File: src/rtl/apb_pkg.sv
// Shared APB master definitions: bus width defaults and master FSM state encoding.
// Latency: none (types and constants only).
// Backpressure: not applicable.
`ifndef ADDR_WIDTH
`define ADDR_WIDTH 32
`endif
`ifndef DATA_WIDTH
`define DATA_WIDTH 32
`endif
`ifndef STRB_WIDTH
`define STRB_WIDTH (`DATA_WIDTH/8)
`endif

package apb_pkg;

  localparam int APB_ADDR_WIDTH = `ADDR_WIDTH;
  localparam int APB_DATA_WIDTH = `DATA_WIDTH;
  localparam int APB_STRB_WIDTH = `STRB_WIDTH;

  typedef enum logic [1:0] {
    IDLE   = 2'd0,
    SETUP  = 2'd1,
    ACCESS = 2'd2
  } apb_mst_state_e;

endpackage

File: src/rtl/apb_rr_arbiter.sv
// Round-robin request arbiter: the first active request at or after ptr_i wins.
// Latency: purely combinational, zero cycles.
// Backpressure: none; the caller decides whether the grant is taken.
module apb_rr_arbiter #(
  parameter int N  = 4,
  parameter int IW = $clog2(N)
) (
  input  logic [N-1:0]  req_i,
  input  logic [IW-1:0] ptr_i,
  output logic [N-1:0]  gnt_o,
  output logic [IW-1:0] gnt_idx_o,
  output logic          any_o
);

  logic [IW-1:0] idx;
  logic          found;

  // Scan requesters starting at the pointer and wrapping; the first hit wins.
  always_comb begin
    gnt_o     = '0;
    gnt_idx_o = '0;
    idx       = '0;
    found     = 1'b0;
    for (int i = 0; i < N; i++) begin
      idx = IW'((int'(ptr_i) + i) % N);
      if (!found && req_i[idx]) begin
        found      = 1'b1;
        gnt_idx_o  = idx;
        gnt_o[idx] = 1'b1;
      end
    end
    any_o = found;
  end

endmodule

File: src/rtl/apb_master_arbiter.sv
// APB master shared by NUM_REQ requesters with round-robin grant and wait-state timeout.
// Latency: grant->PSEL 1 cycle; zero-wait response 3 cycles after acceptance; 2 cycles/transfer back-to-back.
// Backpressure: req_ready pulses only in IDLE or on an ACCESS completion; PREADY=0 stalls, timeout aborts.
module apb_master_arbiter
  import apb_pkg::*;
#(
  parameter int NUM_REQ        = 4,
  parameter int ADDR_WIDTH     = APB_ADDR_WIDTH,
  parameter int DATA_WIDTH     = APB_DATA_WIDTH,
  parameter int TIMEOUT_CYCLES = 16,
  localparam int STRB_WIDTH    = DATA_WIDTH / 8,
  localparam int ID_WIDTH      = $clog2(NUM_REQ)
) (
  input  logic                             PCLK,
  input  logic                             PRESETn,
  input  logic [NUM_REQ-1:0]               req_valid,
  input  logic [NUM_REQ-1:0]               req_write,
  input  logic [NUM_REQ*ADDR_WIDTH-1:0]    req_addr,
  input  logic [NUM_REQ*DATA_WIDTH-1:0]    req_wdata,
  input  logic [NUM_REQ*STRB_WIDTH-1:0]    req_strb,
  output logic [NUM_REQ-1:0]               req_ready,
  output logic                             rsp_valid,
  output logic [ID_WIDTH-1:0]              rsp_id,
  output logic [DATA_WIDTH-1:0]            rsp_rdata,
  output logic                             rsp_err,
  output logic                             rsp_timeout,
  output logic                             PSEL,
  output logic                             PENABLE,
  output logic                             PWRITE,
  output logic [ADDR_WIDTH-1:0]            PADDR,
  output logic [DATA_WIDTH-1:0]            PWDATA,
  output logic [STRB_WIDTH-1:0]            PSTRB,
  input  logic [DATA_WIDTH-1:0]            PRDATA,
  input  logic                             PREADY,
  input  logic                             PSLVERR
);

  // A disabled timeout still needs a legal one-bit counter.
  localparam int CNT_W = (TIMEOUT_CYCLES > 0) ? $clog2(TIMEOUT_CYCLES + 1) : 1;

  apb_mst_state_e state_q, state_d;
  logic [ID_WIDTH-1:0]   rr_ptr_q, rr_ptr_d;
  logic [CNT_W-1:0]      wait_cnt_q, wait_cnt_d;
  logic [ID_WIDTH-1:0]   cur_id_q;
  logic                  pwrite_q;
  logic [ADDR_WIDTH-1:0] paddr_q;
  logic [DATA_WIDTH-1:0] pwdata_q;
  logic [STRB_WIDTH-1:0] pstrb_q;
  logic                  rsp_vld_q, rsp_vld_d;
  logic [ID_WIDTH-1:0]   rsp_id_q;
  logic [DATA_WIDTH-1:0] rsp_rdata_q, rsp_rdata_d;
  logic                  rsp_err_q, rsp_err_d;
  logic                  rsp_to_q, rsp_to_d;

  logic [NUM_REQ-1:0]    arb_gnt;
  logic [ID_WIDTH-1:0]   arb_idx;
  logic                  arb_any;
  logic                  grant_en;
  logic                  grant;

  apb_rr_arbiter #(
    .N  (NUM_REQ),
    .IW (ID_WIDTH)
  ) u_arb (
    .req_i     (req_valid),
    .ptr_i     (rr_ptr_q),
    .gnt_o     (arb_gnt),
    .gnt_idx_o (arb_idx),
    .any_o     (arb_any)
  );

  // A grant is only taken when the bus is free or finishing; never during reset.
  assign grant     = grant_en & arb_any;
  assign req_ready = (grant_en && PRESETn) ? arb_gnt : '0;
  assign rr_ptr_d  = (arb_idx == ID_WIDTH'(NUM_REQ - 1)) ? '0 : arb_idx + ID_WIDTH'(1);

  // Next-state, grant window, wait counter and response capture.
  always_comb begin
    state_d     = state_q;
    wait_cnt_d  = wait_cnt_q;
    grant_en    = 1'b0;
    rsp_vld_d   = 1'b0;
    rsp_rdata_d = '0;
    rsp_err_d   = 1'b0;
    rsp_to_d    = 1'b0;
    unique case (state_q)
      IDLE: begin
        grant_en = 1'b1;
        if (arb_any) state_d = SETUP;
      end
      SETUP: begin
        state_d    = ACCESS;
        wait_cnt_d = '0;
      end
      ACCESS: begin
        if (PREADY) begin
          rsp_vld_d   = 1'b1;
          rsp_rdata_d = pwrite_q ? '0 : PRDATA;
          rsp_err_d   = PSLVERR;
          grant_en    = 1'b1;
          state_d     = arb_any ? SETUP : IDLE;
        end else if (TIMEOUT_CYCLES != 0) begin
          wait_cnt_d = wait_cnt_q + CNT_W'(1);
          // Abort cycle: bus released, no new grant offered.
          if (wait_cnt_d == CNT_W'(TIMEOUT_CYCLES)) begin
            state_d   = IDLE;
            rsp_vld_d = 1'b1;
            rsp_err_d = 1'b1;
            rsp_to_d  = 1'b1;
          end
        end
      end
      default: state_d = IDLE;
    endcase
  end

  // FSM state, round-robin pointer and wait counter.
  always_ff @(posedge PCLK or negedge PRESETn) begin
    if (!PRESETn) begin
      state_q    <= IDLE;
      rr_ptr_q   <= '0;
      wait_cnt_q <= '0;
    end else begin
      state_q    <= state_d;
      wait_cnt_q <= wait_cnt_d;
      if (grant) rr_ptr_q <= rr_ptr_d;
    end
  end

  // Command registers: loaded on grant, held stable through the whole transfer.
  always_ff @(posedge PCLK or negedge PRESETn) begin
    if (!PRESETn) begin
      cur_id_q <= '0;
      pwrite_q <= 1'b0;
      paddr_q  <= '0;
      pwdata_q <= '0;
      pstrb_q  <= '0;
    end else if (grant) begin
      cur_id_q <= arb_idx;
      pwrite_q <= req_write[arb_idx];
      paddr_q  <= req_addr[arb_idx*ADDR_WIDTH +: ADDR_WIDTH];
      pwdata_q <= req_wdata[arb_idx*DATA_WIDTH +: DATA_WIDTH];
      pstrb_q  <= req_write[arb_idx] ? req_strb[arb_idx*STRB_WIDTH +: STRB_WIDTH] : '0;
    end
  end

  // Response registers: one-cycle valid pulse, payload updated only when a response fires.
  always_ff @(posedge PCLK or negedge PRESETn) begin
    if (!PRESETn) begin
      rsp_vld_q   <= 1'b0;
      rsp_id_q    <= '0;
      rsp_rdata_q <= '0;
      rsp_err_q   <= 1'b0;
      rsp_to_q    <= 1'b0;
    end else begin
      rsp_vld_q <= rsp_vld_d;
      if (rsp_vld_d) begin
        rsp_id_q    <= cur_id_q;
        rsp_rdata_q <= rsp_rdata_d;
        rsp_err_q   <= rsp_err_d;
        rsp_to_q    <= rsp_to_d;
      end
    end
  end

  assign PSEL        = (state_q != IDLE);
  assign PENABLE     = (state_q == ACCESS);
  assign PWRITE      = pwrite_q;
  assign PADDR       = paddr_q;
  assign PWDATA      = pwdata_q;
  assign PSTRB       = pstrb_q;
  assign rsp_valid   = rsp_vld_q;
  assign rsp_id      = rsp_id_q;
  assign rsp_rdata   = rsp_rdata_q;
  assign rsp_err     = rsp_err_q;
  assign rsp_timeout = rsp_to_q;

endmodule

File: config.mk
export PLATFORM = sky130hd
export DESIGN_NAME = apb_master_arbiter
export DESIGN_NICKNAME = d
export VERILOG_FILES = /design/src/rtl/apb_pkg.sv /design/src/rtl/apb_rr_arbiter.sv /design/src/rtl/apb_master_arbiter.sv
export SDC_FILE = /design/constraint.sdc
export NUM_CORES = 1
export LEC_CHECK = 0
export CAP_MARGIN = 20
export CORE_AREA = 8 8 161 163
export CTS_CLUSTER_DIAMETER = 120
export DETAILED_ROUTE_END_ITERATION = 12
export DIE_AREA = 0 0 169 171
export GPL_TIMING_DRIVEN = 0
export PLACE_DENSITY_LB_ADDON = 0.2
export SLEW_MARGIN = 10
export SYNTH_ARGS = -nofsm -noshare
export SYNTH_HDL_FRONTEND = slang
export SYNTH_SLANG_ARGS = --single-unit
File: constraint.sdc
create_clock -name PCLK -period 3.5 [get_ports PCLK]
set_clock_uncertainty 0.05 [all_clocks]
set_input_delay 0.525 -clock PCLK [delete_from_list [all_inputs] [get_ports PCLK]]
set_output_delay 0.525 -clock PCLK [all_outputs]
set_load 0.1 [all_outputs]
## Yosys cells after proc, flatten, opt, wreduce, memory -nomap -nowiden

Cells that the tools add are included.

| storage, ports and cells | value |
|---|---|
| bits in registers | 117 |
| output and inout port bits | 112 |
| logic and storage cells | 109 |

| cells by class | value |
|---|---|
| add/sub/neg operators | 5 |
| $lt $le $gt $ge | 9 |
| equality and inequality tests | 7 |
| shifts and indexed selects | 3 |
| muxes and demuxes | 52 |
| bitwise operators | 4 |
| reduce and logical (&&, ||, !) cells | 16 |

Operators by type and width:

| cell | count |
|---|---|
| $shiftx 128x8->32 | 2 |
| $mux 32 | 3 |
| $mux 4 | 6 |
| $mux 1 | 22 |
| $mux 2 | 8 |
| $shiftx 16x5->4 | 1 |
| $lt 2x3->1 const B | 5 |
| $or 4x4->4 | 3 |
| $bmux 1 s2 | 5 |
| $pmux 5 s2 | 1 |
| $demux 1 s2 | 4 |
| $ge 2x1->1 const B | 4 |
| $logic_and 1x1->1 | 8 |
| $pmux 2 s3 | 1 |
| $add 5x1->5 const B | 1 |
| $eq 5x5->1 const B | 1 |
| $mux 5 | 1 |
| $add 2x1->2 const B | 2 |
| $add 2x2->2 const B | 2 |
| $eq 2x2->1 const B | 2 |
| $ne 2x2->1 const B | 2 |
| $reduce_and 2->1 | 2 |
| $reduce_bool 2->1 | 2 |
| $logic_not 1->1 | 3 |
| 5 further kinds | 5 |

## Longest topological paths before layout

Gate-level depths: netlist (run 1).

| depth | value |
|---|---|
| word-level depth | 15 |
| mapped depth | 13 |

## Modules after synthesis

A second synthesis (run 1) with hierarchy kept.

| unflattened totals | value |
|---|---|
| cell total of the unflattened synthesis | 455 |
| area, all modules | 6872.8 um2 |

By module, submodules not included:

| module | instances | cells each | area an instance (um2) | sequential area each (um2) |
|---|---|---|---|---|
| apb_master_arbiter | 1 | 410 | 6449.9 | 2927.8 |
| apb_rr_arbiter | 1 | 45 | 422.9 | 0.0 |

## Least setup slack after synthesis (run 1)

Ideal clock, no wire load.

| timing path | value |
|---|---|
| path kind | register to output |
| start | reg rr_ptr_q[0] |
| end | out req_ready[0] |
| arrival time | 3.486 ns |
| data required time | 2.925 ns |
| setup slack | -0.561 ns |
| cell stages (with the launch flop) | 12 |
| cell sequence | dfrtp_1 -> buf_4 -> buf_8 -> inv_1 -> ha_1 -> mux4_2 -> nor2b_4 -> buf_6 -> a22oi_1 -> nor2_1 -> a221oi_1 -> nor2_1 |

| on the way | value |
|---|---|
| cells in the longest elaborated chain, start to end | 13 |
| elaborated cells on any way between the ends | 48 |

RTL lines:

| element | RTL line | source |
|---|---|---|
| start: declaration | apb_master_arbiter.sv:42 | `logic [ID_WIDTH-1:0] rr_ptr_q, rr_ptr_d;` |
| start signal: assignment | apb_master_arbiter.sv:126 | `if (grant) rr_ptr_q <= rr_ptr_d;` |
| parallel branches: the longest is 11 deep, another holds $lt 2x3->1 | n/a |  |
| $mux 4 * | apb_rr_arbiter.sv:26 | `if (!found && req_i[idx]) begin` |
| $mux 4 * | apb_master_arbiter.sv:74 | `assign req_ready = (grant_en && PRESETn) ? arb_gnt : '0;` |
| end: declaration | apb_master_arbiter.sv:21 | `output logic [NUM_REQ-1:0] req_ready,` |

Every way passes the cells marked *. The select of a mux whose other input is x is not followed.

## Final worst setup path (run 1)

Ends and elaborated chain as after synthesis.

==> reports/metrics.yaml, run 1 <==
cts:
  clock_path_buffers: 2
  clock_latency_ns: 0.41
  clkSinkCount: 117
  cts_buffers: 17
  htreeDepth: 4
  cts_root_buffer: "clkbuf_16"
  clk_pin_slew_ns: 0.06
  postCtsHoldBufs: 0
  cts_tree: "done"
floorplan:
  rows: 56
  die-area_um2: 28900
  initial_core_util_pct: 28.90
  die_w_um: 169
  dieHeight_um: 171
  ios: 428
  core_um2: 23260
min_path:
  hold_class: "input pin to async pin"
placement:
  globalplace.congestion: 0.8512
  hpwl_mm: 25.09
  io_buffers: 424
  place_inst: 1372
critical_path:
  crit_buf_inv: 5
  crit_family: "buffers and inverters"
  endpoint_kind: "primary output"
  cp_data_arrival_time_ns: 2.87
  worstSetupPathType: "register to primary output"
  crit_chain: "buf_6 -> clkinvlp_4 -> ha_4 -> mux4_2 -> nor2b_4 -> buf_6 -> buf_12 -> a22oi_2 -> nor2_1 -> a221oi_2 -> nor2_4 -> buf_12"
  slowest_delay_ns: 0.61
  start_kind: "register"
  cpMaxStageDelayCell: "mux4_2"
  critical_path_peak_fanout: 6
  critPathRequiredTime_ns: 2.92
synth:
  synth-seq-area-share_pct: 43.55
  synth_edf_count: 0
  synth.avg_cell_area_um2: 10.70
  ys.flop_type: "dfrtp_1"
  synth_cells: 628
  yosys_warnings: 0
  ys_ff_latch: 117
  yosysUniqueCellTypes: 48
  synth-async-reset-ratio_pct: 100.0
  syn_area_um2: 6723
  synth.net_count: 952
layout:
  layout_common_cells: "clkdlybuf4s50_1 (419), mux2i_1 (131), dfrtp_1 (116)"
  final_common_cell: "clkdlybuf4s50_1"
  fin_cells: 1416
  area_delta_synth_final_pct: 82.26
  drive_above_1_share_pct: 9.124
  nets: 1407
grt:
  grt_overflow: 0
  grt_pass1_wl_mm: 45.51
  grt_usage_pct: 20.66
  grt_pass1_vias: 7565
  grt_max_degree: 72
  antenna_found_initial: 1
drt:
  routed-wl-met2_mm: 16.35
  via_per_inst: 4.981
  drt_pass1_iterations: 5
  ant_nets: 0
  drt_iter0_drc: 300
  remaining_drc_errors: 0
  top_layer: "met4"
  wl_met1_mm: 11.74
  wl_per_cell_um: 22.13
  wl_mm: 31.34
  dr_total_vias: 7053
  met3_wirelength_mm: 2.732
timing:
  post-route-min-period_ns: 3.446
  drv_slew: 0
  setup_viol: 0
  finalHoldViolCount: 1
  tightest_slew_ns: 1.154
  fin_crit_sh_pct: 98.45
  whs_ns: -0.001436
  max_freq_mhz: 290.2
  relSlewSlack_pct: 22.83
outcome:
  outcome: "complete, but fails checks"
  violations: "hold timing"
run:
  cap_violations: 0
[sequential cells by signal, summed over array words and instances (netlist names)]
| signal | count |
|---|---|
| PADDR | 32 |
| PSTRB | 4 |
| PWDATA | 32 |
| PWRITE | 1 |
| cur_id_q | 2 |
| rr_ptr_q | 2 |
| rsp_err | 1 |
| rsp_id | 2 |
| rsp_rdata | 32 |
| rsp_timeout | 1 |
| rsp_valid | 1 |
| state_q | 2 |
| wait_cnt_q | 5 |
[synthesized netlist by cell type (2+ instances only)]
cell type	count	area share (%)
nand2_1	98	5.5
a22o_1	32	4.2
a221oi_1	4	0.52
mux2_2	3	0.50
mux2i_1	131	20
dfrtp_1	117	44
o21a_1	2	0.22
nand3_1	3	0.22
nor2b_1	5	0.47
a22oi_1	5	0.56
nor3_1	9	0.67
ha_1	8	1.5
o21ai_1	7	0.52
inv_1	7	0.39
nor2_1	20	1.1
buf_2	6	0.45
buf_6	14	2.3
o221ai_1	64	8.3
o21ai_0	9	0.67
a41oi_1	4	0.52
clkbuf_1	30	1.7
mux4_2	4	1.3
o211ai_1	7	0.78
a21oi_1	15	1.1
[stage by stage]
| stage | hold slack, ns | worst slack [ns] | TNS (ns) | instance area [µm²] | utilization, % |
|---|---|---|---|---|---|
| floorplan | 0.1794 | 0.1903 | 0 | 6753 | - |
| global placement | 0.4183 | -5.263 | -397.05 | 11400 | 48.99 |
| detailed placement | 0.4254 | -0.9196 | -11.50 | 11420 | 49.11 |
| CTS | 0.001522 | 0.01666 | 0 | 12170 | 52.33 |
| global route | 0.02288 | -0.04170 | -0.04905 | 12250 | 52.67 |
| finish | -0.001436 | 0.05442 | 0 | 12250 | 52.67 |
[what timing repair did]
| item | 4_1_cts | 5_1_grt |
|---|---|---|
| pin swaps | 0 | 4 |
| setup buffers | 4 | 8 |
| setup endpoints to repair | 73 | 33 |
| resized for setup | 46 | 5 |
[cell families (layout without fill, tap and decap cells)]
| group | after synthesis | count (layout) | share of synthesized area, % |
|---|---|---|---|
| simple gates | 143 | 143 | 8.896 |
| buf+inv | 59 | 527 | 5.193 |
| xor+xnor | 2 | 2 | 0.2606 |
| compound gates | 160 | 160 | 19.04 |
| other cells | 0 | 1 | 0 |
| fa+ha+maj | 8 | 8 | 1.489 |
| flops | 117 | 117 | 43.55 |
| mux | 139 | 139 | 21.57 |
[layout make-up]
class | count | area (µm²)
clock buffers | 18 | 429.2
inverters | 7 | 30.03
well taps | 319 | 399.1
fillers | 2187 | 11010
multi-input cells | 452 | 3533
diodes | 1 | 2.502
flip-flops and latches | 117 | 2929
repair buffers | 437 | 4419
clock inverters | 14 | 198.9
plain buffers | 51 | 311.5
[worst paths after layout]
check                            start  cells past startpoint  slack (ns)           end
min                            PRESETn                      1      -0.001  rsp_rdata[9]
max in group asynchronous      PRESETn                      2        2.64      PADDR[2]
min reg2reg                 PWDATA[24]                      2        0.44    PWDATA[24]
max reg2reg                rr_ptr_q[0]                     11        0.36     PADDR[26]
min in group PCLK           PWDATA[24]                      2        0.44    PWDATA[24]
max                        rr_ptr_q[0]                     12        0.05  req_ready[0]
[routing by layer]
metal  vias to the layer above  track usage [%]
met2                       324            37.64
li1                       3308                -
met1                      3394            22.24
met4                         0            6.387
met3                        27            7.145
met5                         -                0
Power of run 1 is not shown: default switching activity piles up to over one toggle a cycle in this logic, so the estimate is an artifact.
==> run 2: changes to the inputs <==
Settings changed: CELL_PAD_IN_SITES_DETAIL_PLACEMENT from default to 0, CELL_PAD_IN_SITES_GLOBAL_PLACEMENT from default to 2, CORE_AREA 8 8 161 163 to default, CORE_ASPECT_RATIO from default to 0.7, CORE_MARGIN from default to 8, CORE_UTILIZATION from default to 21, DIE_AREA 0 0 169 171 to default.
==> reports/metrics.yaml, run 2 (synthesis gave the netlist of run 1 again) <==
critical_path:
  endpoint_kind: "primary output"
  cp_data_arrival_time_ns: 2.81  # -0.06 ns
  critical_path_peak_fanout: 8  # +2
  crit_family: "multiplexers"
  crit_chain: "buf_12 -> clkinvlp_4 -> ha_4 -> mux4_2 -> nor2b_4 -> buf_6 -> a22oi_1 -> nor2_1 -> a221oi_2 -> nor2_4 -> buf_12"
  critPathRequiredTime_ns: 2.92  # about the same
  slowest_delay_ns: 0.61  # about the same
  worstSetupPathType: "register to primary output"
  crit_path_frequent_cell: "buf_12"
  cpMaxStageDelayCell: "mux4_2"
  start_kind: "register"
  crit_buf_inv: 4  # -1
timing:
  tightest_slew_ns: 1.122  # -0.03211 ns
  fin_crit_sh_pct: 96.70  # -1.7 points
  post-route-min-period_ns: 3.385  # -0.06105 ns
  drv_slew: 0  # unchanged
  relSlewSlack_pct: 24.98  # +2.1 points
  fin_tns_setup_ns: 0  # unchanged
  finalHoldViolCount: 0  # -1
  setup_viol: 0  # unchanged
  max_freq_mhz: 295.5  # +1.8%
  rsz0062_at_grt: "true"
drt:
  ant_nets: 0  # unchanged
  wl_per_cell_um: 22.68  # +2.5%
  dr_total_vias: 6821  # -3.3%
  drt_iter0_drc: 332  # +11%
  remaining_drc_errors: 0  # unchanged
  drt_pass1_iterations: 6  # +1
  wl_mm: 34.36  # +9.6%
  via_per_inst: 4.502  # -9.6%
cts:
  clk_pin_slew_ns: 0.06  # about the same
  cts_tree: "done"
  clock_latency_ns: 0.42  # about the same
  postCtsHoldBufs: 0  # unchanged
  cts_buffers: 17  # unchanged
  clkSinkCount: 117  # unchanged
  htreeDepth: 4  # unchanged
  cts_root_buffer: "clkbuf_16"
  clock_path_buffers: 2  # unchanged
layout:
  final_util_pct: 39.20  # -13 points
  layout_common_cells: "clkdlybuf4s50_1 (419), mux2i_1 (131), dfrtp_1 (115)"
  nets: 1405  # -0.14%
  n_fill_cell: 3096  # +42%
  fin_cells: 1515  # +7.0%
  area_delta_synth_final_pct: 82.80
  seq_area_um2: 2930  # about the same
  final_common_cell: "clkdlybuf4s50_1"
  multiInputGateArea_um2: 3535  # about the same
  drive_above_1_share_pct: 9.049  # -0.075 points
floorplan:
  rows: 54  # -3.6%
  die_w_um: 229.9  # +36%
  ios: 428  # unchanged
  initial_core_util_pct: 21.44  # -7.5 points
  core_um2: 31350  # +35%
  dieHeight_um: 165.7  # -3.1%
  die-area_um2: 38090  # +32%
min_path:
  hold_class: "input pin to async pin"
grt:
  antenna_found_initial: 0  # -1
  grt_overflow: 0  # unchanged
  grt_pass1_wl_mm: 49.89  # +9.6%
  grt_pass1_vias: 7263  # -4.0%
  grt_max_degree: 66  # -8.3%
  grt_usage_pct: 17.37  # -3.3 points
placement:
  hpwl_mm: 27.84  # +11%
  globalplace.congestion: 0.7589  # -11%
  place_inst: 1473  # +7.4%
  io_buffers: 424  # unchanged
outcome:
  outcome: "complete, no violations"
run:
  cap_violations: 0  # unchanged
run 2: changes by cell type in the layout (fill, tap and decap cells not counted), sizes merged:
cell and delta:
clkinvlp -2, clkbuf -1, bufinv -4, buf -2
inv +7
run 2: metal layers:
metal / GRT usage [%] / wire length [µm] / up-vias
met5: 0 / 0 / -
met4: 3.408 / 325 / 0
met3: 5.393 / 2146 / 16
met2: 30.75 / 17360 / 207
met1: 20.47 / 14530 / 3297
li1: - / - / 3301
run 2: timing repair:
| action | CTS | global route |
|---|---|---|
| pin swaps | 2 | 2 |
| endpoints found under the setup margin | 78 | 4 |
| gates resized for setup | 50 | 1 |
| buffers inserted | 6 | 4 |
run 2: final timing paths:
path / from / cells past startpoint / endpoint / slack [ns]
max in group asynchronous: PRESETn / 2 / PWDATA[7] / 2.60
worst min register to register: PWDATA[1] / 2 / PWDATA[1] / 0.44
min in group PCLK: PWDATA[1] / 2 / PWDATA[1] / 0.44
worst min-delay path: PRESETn / 1 / wait_cnt_q[4] / 0.05
worst max-delay path: rr_ptr_q[0] / 11 / req_ready[1] / 0.12
worst max register to register: rr_ptr_q[0] / 13 / PWDATA[2] / 0.22
run 2: cell type report:
cell class                 instances  share of cell area, %
clock inverter                    15                  1.079
multi-input combinational        452                  28.76
sequential                       117                  23.84
inverter                           7                 0.2443
antenna                            1                0.02036
clock buffer                      17                  3.462
timing repair buffer             435                  35.71
buffer                            51                  2.606
tap                              420                  4.276
run 2: per-stage QoR:
stage,instance area [µm²],hold WS (ns),setup WS [ns]
6_report,12290,0.05066,0.1155
5_1_grt,12290,0.07391,-0.04326
4_1_cts,12250,0.08627,0.002238
3_5_place_dp,11550,0.4240,-1.043
3_3_place_gp,11520,0.4202,-5.698
2_1_floorplan,6753,0.1794,0.1903
Power of run 2 is left out for the same reason.
==> run 3: changes to the inputs <==
Settings changed: ABC_AREA from default to 1, CORE_UTILIZATION 21 to 19.
==> reports/metrics.yaml, run 3 <==
outcome:
  outcome: "complete, no violations"
critical_path:
  endpoint: "req_ready[2]"
  worst-path-stages: 12  # +1
  worstSetupPathType: "register to primary output"
  critical_path_peak_fanout: 8  # unchanged
  slowest_delay_ns: 0.48  # -0.13 ns
  cpMaxStageDelayCell: "dfrtp_2"
  r2r-end: "PSTRB[0]"
  reg2reg_depth: 14  # +1
  cp_data_arrival_time_ns: 2.68  # -0.13 ns
  endpoint_kind: "primary output"
  rr_startpoint: "rr_ptr_q[1]"
  startpoint: "rr_ptr_q[1]"
  crit_chain: "clkinvlp_4 -> ha_1 -> inv_1 -> nand3_1 -> nand2_4 -> nand3_1 -> o22ai_1 -> a21oi_1 -> nand2_1 -> nand2_1 -> inv_1 -> buf_6"
  crit_family: "buffers and inverters"
  regToRegSetupSlack_ns: 0.44  # +0.22 ns
  crit_buf_inv: 4  # unchanged
  critPathRequiredTime_ns: 2.92  # about the same
  start_kind: "register"
drt:
  wl_per_cell_um: 19.92  # -12%
  via_per_inst: 4.206  # -6.6%
  ant_nets: 0  # unchanged
  dr_total_vias: 9324  # +37%
  remaining_drc_errors: 0  # unchanged
  wl_mm: 44.16  # +29%
  drt_iter0_drc: 537  # +62%
  drt_pass1_iterations: 5  # -1
synth:
  synth.avg_cell_area_um2: 6.500  # -39%
  synth_fa_ha_area_share_pct: 1.274  # -0.22 points
  synth-seq-area-share_pct: 37.26  # -6.3 points
  muxShareOfSynthArea_pct: 0  # -22 points
  yosysUniqueCellTypes: 34  # -29%
  synth_top_family_by_area: "simple AND/OR/NAND/NOR gates"
  ys.flop_type: "dfrtp_1"
  synth.net_count: 1533  # +61%
  synth.most_common_cell: "nand2_1"
  synth_edf_count: 0  # unchanged
  synth_xor_area_share_pct: 0.2229  # -0.038 points
  synth_cells: 1209  # +93%
  synth_top_area_share_pct: 37.26  # -6.3 points
  ys_ff_latch: 117  # unchanged
  yosysTopAreaCell: "dfrtp_1"
  yosys_warnings: 0  # unchanged
  synth-async-reset-ratio_pct: 100.0  # unchanged
  synth.area.top_cells: "dfrtp_1 (37%), nand2_1 (28%), nand3_1 (6.4%), inv_1 (4.8%), o21ai_1 (4.1%)"
  synth_compound_area_share_pct: 10.08  # -9.0 points
  syn_area_um2: 7859  # +17%
  synthTopCellsByCount: "nand2_1 (581), dfrtp_1 (117), inv_1 (101), nand3_1 (101), nor2_1 (72)"
  synth_simple_gate_area_share_pct: 39.95  # +31 points
layout:
  n_fill_cell: 4468  # +44%
  nets: 1983  # +41%
  area_delta_synth_final_pct: 71.55
  final_common_cell: "nand2_1"
  seq_area_um2: 2930  # unchanged
  multiInputGateArea_um2: 4049  # +15%
  layout_common_cells: "nand2_1 (581), clkdlybuf4s50_1 (421), dfrtp_1 (115)"
  drive_above_1_share_pct: 7.715  # -1.3 points
  final_util_pct: 32.98  # -6.2 points
timing:
  tightest_slew_ns: 1.135  # +0.01349 ns
  drv_slew: 0  # unchanged
  rsz0062_at_grt: "false"
  finalHoldViolCount: 0  # unchanged
  fin_ws_ns: 0.2458  # +0.1303 ns
  setup_viol: 0  # unchanged
  fin_tns_setup_ns: 0  # unchanged
  whs_ns: 0.006281  # -0.04438 ns
  relSlewSlack_pct: 24.08  # -0.90 points
  post-route-min-period_ns: 3.254  # -0.1303 ns
  fin_crit_sh_pct: 92.98  # -3.7 points
  max_freq_mhz: 307.3  # +4.0%
cts:
  cts_buffers: 17  # unchanged
  postCtsHoldBufs: 0  # unchanged
  cts_tree: "done"
  cts_root_buffer: "clkbuf_16"
  clock_latency_ns: 0.44  # +0.02 ns
  clk_pin_slew_ns: 0.08  # +0.02 ns
  htreeDepth: 4  # unchanged
  clkSinkCount: 117  # unchanged
  clock_path_buffers: 2  # unchanged
grt:
  grt_pass1_wl_mm: 63.21  # +27%
  grt_max_degree: 63  # -4.5%
  grt_overflow: 0  # unchanged
  antenna_found_initial: 6  # +6
  grt_usage_pct: 17.57  # +0.20 points
  grt_pass1_vias: 9329  # +28%
run:
  cap_violations: 0  # unchanged
placement:
  hpwl_mm: 35.16  # +26%
  globalplace.congestion: 0.8010  # +5.5%
  pre_cts_ws_ns: -0.4804  # +0.5625 ns
  io_buffers: 427  # +0.71%
floorplan:
  initial_core_util_pct: 19.22  # -2.2 points
  dieHeight_um: 186.2  # +12%
  die-area_um2: 48230  # +27%
  rows: 62  # +15%
  ios: 428  # unchanged
  die_w_um: 259.1  # +13%
  core_um2: 40880  # +30%
min_path:
  hold_class: "input pin to async pin"
## run 3: cell count changes after synthesis, sizes merged, moves of 8 or more
cell	delta
nand2	+492
o21ai	+57
inv	+100
nor3	-9
clkbuf	-18
buf	+43
a21oi	-8
nor2	+57
a32o	+31
a22o	-32
nand3	+99
mux2i	-131
o221ai	-64
## run 3: repair_timing
| item | 4_1_cts | 5_1_grt |
|---|---|---|
| setup buffers | 0 | 3 |
| endpoints found under the setup margin | 4 | 5 |
| cloned | 0 | 0 |
| gates resized for setup | 24 | 7 |
## run 3: worst reg2reg max path: stages, from the launching register on
cell        delay [ns]
dfrtp_2           0.48
clkinvlp_4        0.17
ha_1              0.34
inv_1             0.11
nand3_1           0.13
nand2_4           0.14
nand4_4           0.16
inv_2             0.13
nor2_1            0.07
nor2_4            0.32
buf_4             0.31
nand3_1           0.09
nand2_1           0.27
nand3_1           0.14
nand2_1           0.09
## run 3: worst min path at each step
| stage | from | cells past startpoint | slack [ns] | endpoint |
|---|---|---|---|---|
| 6_report | PRESETn | 1 | 0.006 | rsp_rdata[19] |
| 5_1_grt | PRESETn | 1 | 0.03 | rsp_rdata[16] |
| 4_1_cts | PRESETn | 1 | 0.03 | rsp_rdata[19] |
| 3_5_place_dp | rsp_id[0] | 2 | 0.41 | rsp_id[0] |
| 3_3_place_gp | rsp_id[1] | 2 | 0.41 | rsp_id[1] |
| 2_1_floorplan | PRESETn | 0 | 0.18 | PADDR[0] |
## run 3: routing by layer
metal	global-route usage, %	part of all wire, %	vias to the layer above
met5	0	0.12	-
met4	3.884	1.3	8
met3	5.338	6.5	36
met2	27.37	45	232
met1	23.80	47	4362
li1	-	-	4686
## run 3: cell families (layout without fill, tap and decap cells)
family | after synthesis | after routing
flip-flops | 117 | 117
AO/OA/AOI/OAI | 122 | 122
AND/OR/NAND/NOR | 775 | 775
other | 0 | 1
XOR/XNOR | 2 | 2
adder cells (fa/ha/maj) | 8 | 8
buffers and inverters | 185 | 648
## run 3: metrics by stage
stage                     instances  instance area (µm²)
final                          2217                13480
after global routing           2216                13480
after detailed placement       2181                12840
after floorplan                1209                 7859
after CTS                      2213                13440
after global placement         2180                12810
## run 3: area by class of cell
cell class / instances / area share (%)
timing repair buffer: 431 / 32.11
multi-input combinational: 907 / 30.03
sequential: 117 / 21.74
tap: 544 / 5.049
buffer: 77 / 3.499
clock buffer: 17 / 3.155
inverter: 108 / 3.072
clock inverter: 15 / 1.327
antenna: 1 / 0.01856
Power of run 3 is left out for the same reason.
